===== src/rtl/hazard_if.sv =====
// ID-stage to hazard-scoreboard bundle.
// Handshake: the ID stage presents an instruction with issue_valid_id. It is
// accepted (issued) on a rising edge where issue_valid_id = 1, flush = 0 and
// stall = 0. stall acts as the not-ready signal and depends only on the
// current inputs and counters. flush drops the instruction without issuing it.
interface hazard_if;
  logic        issue_valid_id;
  logic        flush;
  logic [4:0]  rs1_addr_id;
  logic [4:0]  rs2_addr_id;
  logic        rs1_used_id;
  logic        rs2_used_id;
  logic [4:0]  rd_addr_id;
  logic        ctrl_reg_we_id;
  logic [1:0]  lat_class_id;
  logic        stall;
  logic [31:0] busy_vec;
  logic [31:0] stall_count;

  modport master (
    output issue_valid_id, flush, rs1_addr_id, rs2_addr_id, rs1_used_id,
           rs2_used_id, rd_addr_id, ctrl_reg_we_id, lat_class_id,
    input  stall, busy_vec, stall_count
  );

  modport slave (
    input  issue_valid_id, flush, rs1_addr_id, rs2_addr_id, rs1_used_id,
           rs2_used_id, rd_addr_id, ctrl_reg_we_id, lat_class_id,
    output stall, busy_vec, stall_count
  );
endinterface


===== src/rtl/hazard_scoreboard.sv =====
// Register hazard scoreboard. It keeps a 2-bit countdown for each register
// x1..x31. The countdown gives the cycles left before the in-flight result
// can be forwarded to ID. stall is raised for RAW and WAW hazards.
// Optional feature: define HAZARD_STATS_EN to enable the stall_count counter.
// Without it, stall_count reads as constant 0.
module hazard_scoreboard (
  input  logic     clk,
  input  logic     rst_n,
  hazard_if.slave  hz
);

  logic [1:0]  cnt_q [31:1];
  logic [1:0]  cnt_d [31:1];
  logic [1:0]  rs1_cnt;
  logic [1:0]  rs2_cnt;
  logic [1:0]  rd_cnt;
  logic [1:0]  bubbles;
  logic        raw_hit;
  logic        waw_hit;
  logic        stall_c;
  logic        issue;
  logic        load_en;
  logic [31:0] busy_q;
  logic [31:0] busy_d;

  // Read the countdowns of the ID operands. x0 has no storage, so it reads as 0.
  always_comb begin
    rs1_cnt = '0;
    rs2_cnt = '0;
    rd_cnt  = '0;
    for (int r = 1; r < 32; r++) begin
      if (hz.rs1_addr_id == 5'(r)) rs1_cnt = cnt_q[r];
      if (hz.rs2_addr_id == 5'(r)) rs2_cnt = cnt_q[r];
      if (hz.rd_addr_id  == 5'(r)) rd_cnt  = cnt_q[r];
    end
  end

  // Map the result class to bubble cycles. Class 3 behaves as long-latency.
  always_comb begin
    bubbles = 2'd3;
    case (hz.lat_class_id)
      2'd0:    bubbles = 2'd0;
      2'd1:    bubbles = 2'd1;
      default: bubbles = 2'd3;
    endcase
  end

  // Detect hazards against the pre-issue counters. This also covers a source
  // that equals the same instruction's rd.
  always_comb begin
    raw_hit = (hz.rs1_used_id && (hz.rs1_addr_id != 5'd0) && (rs1_cnt != 2'd0)) ||
              (hz.rs2_used_id && (hz.rs2_addr_id != 5'd0) && (rs2_cnt != 2'd0));
    waw_hit = hz.ctrl_reg_we_id && (hz.rd_addr_id != 5'd0) && (rd_cnt > bubbles);
    stall_c = hz.issue_valid_id && !hz.flush && (raw_hit || waw_hit);
    issue   = hz.issue_valid_id && !hz.flush && !stall_c;
    load_en = issue && hz.ctrl_reg_we_id && (hz.rd_addr_id != 5'd0);
  end

  // Compute next counters. An issuing write loads its rd and overrides the decrement.
  always_comb begin
    busy_d = '0;
    for (int r = 1; r < 32; r++) begin
      cnt_d[r] = (cnt_q[r] != 2'd0) ? cnt_q[r] - 2'd1 : 2'd0;
      if (load_en && (hz.rd_addr_id == 5'(r))) cnt_d[r] = bubbles;
      busy_d[r] = (cnt_d[r] != 2'd0);
    end
  end

  // Counter and busy registers. Reset discards all pending results.
  always_ff @(posedge clk or negedge rst_n) begin
    if (!rst_n) begin
      for (int r = 1; r < 32; r++) cnt_q[r] <= '0;
      busy_q <= '0;
    end else begin
      for (int r = 1; r < 32; r++) cnt_q[r] <= cnt_d[r];
      busy_q <= busy_d;
    end
  end

  assign hz.stall    = stall_c;
  assign hz.busy_vec = busy_q;

`ifdef HAZARD_STATS_EN
  logic [31:0] stall_cnt_q;

  // Count every edge that sees a stall. The counter wraps naturally.
  always_ff @(posedge clk or negedge rst_n) begin
    if (!rst_n) stall_cnt_q <= '0;
    else if (stall_c) stall_cnt_q <= stall_cnt_q + 32'd1;
  end

  assign hz.stall_count = stall_cnt_q;
`else
  assign hz.stall_count = '0;
`endif

endmodule


===== src/flat_wrapper.sv =====
// flat-port wrapper written by rule: the top's interface ports become plain ports
module hazard_scoreboard_flat 
  (clk, rst_n, hz_issue_valid_id, hz_flush, hz_rs1_addr_id, hz_rs2_addr_id, hz_rs1_used_id, hz_rs2_used_id, hz_rd_addr_id, hz_ctrl_reg_we_id, hz_lat_class_id, hz_stall, hz_busy_vec, hz_stall_count);
  hazard_if hz_i ();
  input  logic clk;
  input  logic rst_n;
  input wire logic [$bits(hz_i.issue_valid_id)-1:0] hz_issue_valid_id;
  input wire logic [$bits(hz_i.flush)-1:0] hz_flush;
  input wire logic [$bits(hz_i.rs1_addr_id)-1:0] hz_rs1_addr_id;
  input wire logic [$bits(hz_i.rs2_addr_id)-1:0] hz_rs2_addr_id;
  input wire logic [$bits(hz_i.rs1_used_id)-1:0] hz_rs1_used_id;
  input wire logic [$bits(hz_i.rs2_used_id)-1:0] hz_rs2_used_id;
  input wire logic [$bits(hz_i.rd_addr_id)-1:0] hz_rd_addr_id;
  input wire logic [$bits(hz_i.ctrl_reg_we_id)-1:0] hz_ctrl_reg_we_id;
  input wire logic [$bits(hz_i.lat_class_id)-1:0] hz_lat_class_id;
  output wire logic [$bits(hz_i.stall)-1:0] hz_stall;
  output wire logic [$bits(hz_i.busy_vec)-1:0] hz_busy_vec;
  output wire logic [$bits(hz_i.stall_count)-1:0] hz_stall_count;
  assign hz_i.issue_valid_id = hz_issue_valid_id;
  assign hz_i.flush = hz_flush;
  assign hz_i.rs1_addr_id = hz_rs1_addr_id;
  assign hz_i.rs2_addr_id = hz_rs2_addr_id;
  assign hz_i.rs1_used_id = hz_rs1_used_id;
  assign hz_i.rs2_used_id = hz_rs2_used_id;
  assign hz_i.rd_addr_id = hz_rd_addr_id;
  assign hz_i.ctrl_reg_we_id = hz_ctrl_reg_we_id;
  assign hz_i.lat_class_id = hz_lat_class_id;
  assign hz_stall = hz_i.stall;
  assign hz_busy_vec = hz_i.busy_vec;
  assign hz_stall_count = hz_i.stall_count;
  hazard_scoreboard u_core (.clk(clk), .rst_n(rst_n), .hz(hz_i));
endmodule

===== config.mk =====
export PLATFORM = sky130hd
export DESIGN_NAME = hazard_scoreboard_flat
export DESIGN_NICKNAME = d
export VERILOG_FILES = /design/src/rtl/hazard_if.sv /design/src/rtl/hazard_scoreboard.sv /design/src/flat_wrapper.sv
export SDC_FILE = /design/constraint.sdc
export NUM_CORES = 1
export LEC_CHECK = 0
export BUFFER_PORTS_ARGS = -buffer_cell sky130_fd_sc_hd__buf_2
export CAP_MARGIN = 20
export CORE_ASPECT_RATIO = 1.2
export CORE_MARGIN = 2
export CORE_UTILIZATION = 45
export DETAILED_ROUTE_END_ITERATION = 10
export PLACE_DENSITY_LB_ADDON = 0.2
export SYNTH_ARGS = -nofsm -noshare
export SYNTH_HDL_FRONTEND = slang
export SYNTH_SLANG_ARGS = --single-unit

===== constraint.sdc =====
create_clock -name clk -period 3.5 [get_ports clk]
set_input_delay 0.35 -clock clk [delete_from_list [all_inputs] [get_ports clk]]
set_output_delay 0.35 -clock clk [all_outputs]
set_load 0.05 [all_outputs]

==> impl_metrics.json <==
{
  "crit_fanout": 7,
  "startpoint": "u_core.cnt_q[51]",
  "worst_pin_slew_ps": 611,
  "power.total_uw": 2680,
  "layoutNonFillerInstCount": 1179,
  "syn_area_per_cell_um2": 8.87,
  "r2r-end": "u_core.cnt_q[5]",
  "fin_crit_ps": 3740,
  "finalHoldViolations": 0,
  "num_vias": 7206,
  "clk_latency_ps": 350,
  "grt_pass1_wl_um": 41400,
  "core.rowCount": 51,
  "synth_seq_cells": 93,
  "synth_adder_area_share": 0.00339,
  "clk_pin_slew_ps": 70,
  "dp.cells": 1155,
  "crit_path_cell_trace": "o21a_1 > a21oi_1 > a21oi_1 > a311oi_2 > o21ai_1 > a32o_1 > ha_1 > nor2b_1 > o21ai_1 > o32ai_1 > a41o_2 > buf_4 > clkbuf_16 > nor4_2 > and3_1 > buf_6 > mux2i_1",
  "nets": 988,
  "fin_crit_sh": 1.07,
  "crit_required_ps": 3750,
  "diodes": 0,
  "synth_top_family_by_area": "simple AND/OR/NAND/NOR gates",
  "route.detailed.drc": 0,
  "synth_area_leaders": "dfrtp_1 (31%), mux2i_1 (11%), nand2b_1 (4.7%)",
  "place_congestion": 1.06,
  "r2r_cells": 17,
  "coreArea_um2": 16100,
  "yosys_warnings": 0,
  "crit_family": "compound AO/OA/AOI/OAI gates",
  "wl_per_cell_um": 22.8,
  "irDropWorstVdd_mv": 0.237,
  "cpPeakStageDelay_ps": 390,
  "setup_slack_ps": -239,
  "drtIter0Drc": 590,
  "synth.distinct_cells": 74,
  "critical_path_cell_count": 17,
  "synth.most_common_cell": "dfrtp_1",
  "synth_common_cells": "dfrtp_1 (93), mux2i_1 (79), nand2_1 (65)",
  "placed_cell_area_um2": 8710,
  "max_freq_mhz": 267,
  "ys.flop_type": "dfrtp_1",
  "start_kind": "flop",
  "grt_use_total": 0.312,
  "synth_simple_gate_area_share": 0.259,
  "grt_pass1_vias": 7199,
  "antenna_found_initial": 0,
  "vias_per_cell": 6.11,
  "wl_um": 26900,
  "crit_end": "u_core.cnt_q[5]",
  "power_density_nw_per_um2": 284,
  "clock-sinks": 93,
  "synthCells": 833,
  "yosys.area.top_type_share": 0.315,
  "die_w_um": 121,
  "yosys.area.top_type": "dfrtp_1",
  "r2r-start": "u_core.cnt_q[51]",
  "slew_headroom": 0.582,
  "cts-root-buf": "clkbuf_16",
  "synth_compound_area_frac": 0.161,
  "holdWs_ps": 410,
  "fill_cells": 1408,
  "critPathKind": "flop to flop",
  "slowest_stage": "dfrtp_1",
  "start_util": 0.458,
  "drv_cap": 0,
  "path_buf_inv": 3,
  "hpwl_um": 19600,
  "cp-end-kind": "flop",
  "failed_checks": "setup timing",
  "maxSlewViolCount": 0,
  "ios": 89,
  "status": "finished, violations left",
  "synth-seq-area-share": 0.315,
  "synth_edf_count": 0,
  "globalRouteOverflowTotal": 0,
  "cellLeakagePower_uw": 0.00435,
  "final_util": 0.585,
  "r2r_slack_ps": -240,
  "grt_setup_unrepaired": "yes",
  "synth-xor-area-share": 0,
  "synthMuxAreaShare": 0.168,
  "ant_nets": 0,
  "drive_above_1_share": 0.323,
  "area_growth_pct": 27.7,
  "synthArstFlopShare": 1.00,
  "tritoncts": "done",
  "drt_pass1_iterations": 5,
  "arrival_ps": 3990,
  "finalSetupViolations": 80,
  "holdCritPathClass": "input pin to async pin",
  "io_buffers": 55,
  "postLayoutCellArea_um2": 9440,
  "cts_buffers": 9,
  "grt_max_degree": 87,
  "syn_area_um2": 7390,
  "htree_levels": 3,
  "clockBufferDepth": 2,
  "die_h_um": 144,
  "die_area_um2": 17500,
  "fin_skew_ps": 7.72
}
## worst reg2reg max path: cells and delay by family, from the launching register on
family | cells | cell delay, ps
AOI/OAI and AO/OA | 9 | 1660
DFF | 1 | 390
buffers and inverters | 3 | 480
adders and majority gates | 1 | 290
and+or+nand+nor | 3 | 580
muxes | 1 | 250
## worst min path at each step
stage	endpoint	slack, ps	cells past startpoint
4_1_cts	u_core.cnt_q[59]	260	1
3_5_place_dp	u_core.cnt_q[61]	560	2
6_report	u_core.cnt_q[59]	410	2
2_1_floorplan	u_core.cnt_q[0]	50	0
3_3_place_gp	u_core.cnt_q[61]	560	2
5_1_grt	u_core.cnt_q[59]	420	2
## metal layers
layer	GRT usage	share of wire
met1	0.386	0.41
met5	0	0
met3	0.0379	0.048
met4	0.193	0.058
met2	0.518	0.49
## cell type report
cell class	instances	area [um2]	area share
Clock inverter	5	36.3	0.00384
Timing Repair Buffer	192	1460	0.155
Sequential cell	93	2330	0.247
Clock buffer	11	243	0.0257
Inverter	17	65.1	0.00689
Multi-Input combinational cell	649	5040	0.534
Tap cell	212	265	0.0281
## repair_timing
item | in CTS | in global routing
resized for setup | 25 | 34
setup buffers | 5 | 0
hold endpoints to repair | 0 | 17
hold buffers | 0 | 1
gates cloned | 0 | 1
pin swaps | 7 | 18
setup endpoints to repair | 84 | 94
## per-stage QoR
stage | setup TNS (ps) | worst slack [ps]
2_1_floorplan | -78.0 | -15.0
4_1_cts | -4830 | -125
3_5_place_dp | -34750 | -508
5_1_grt | -26410 | -393
3_3_place_gp | -33210 | -441
6_report | -9030 | -239
## state kept, by name, indices dropped and copies added, names as in the netlist
name,count
u_core.hz.busy_vec,31
u_core.cnt_q,62
## where the power goes
part	leakage, uW	switching, uW	internal (uW)	total [uW]
Sequential	0.00130	2.86	1080	1080
Combinational	0.00291	452	204	656
Clock	0.000139	441	503	944
Total	0.00435	896	1780	2680
## cells in the final DEF, fill, tap and decap left out, drive strengths merged, types with 11 or more instances in the layout
| master | count |
|---|---|
| a21oi | 31 |
| nor2 | 39 |
| conb | 33 |
| clkbuf | 12 |
| nand3 | 32 |
| nand2 | 66 |
| buf | 190 |
| mux2 | 37 |
| nand2b | 56 |
| nor3 | 18 |
| dfrtp | 93 |
| inv | 16 |
| o22ai | 13 |
| nor4 | 41 |
| o21ai | 34 |
| nand3b | 11 |
| nor2b | 15 |
| mux2i | 79 |
## cells by family after synthesis
family                   Yosys count
AND/OR/NAND/NOR                  327
AO/OA/AOI/OAI                    170
multiplexers                     117
other                              1
flip-flops                        93
adder cells (fa/ha/maj)            2
buffers and inverters            123
(Power assumes the default switching activity.)
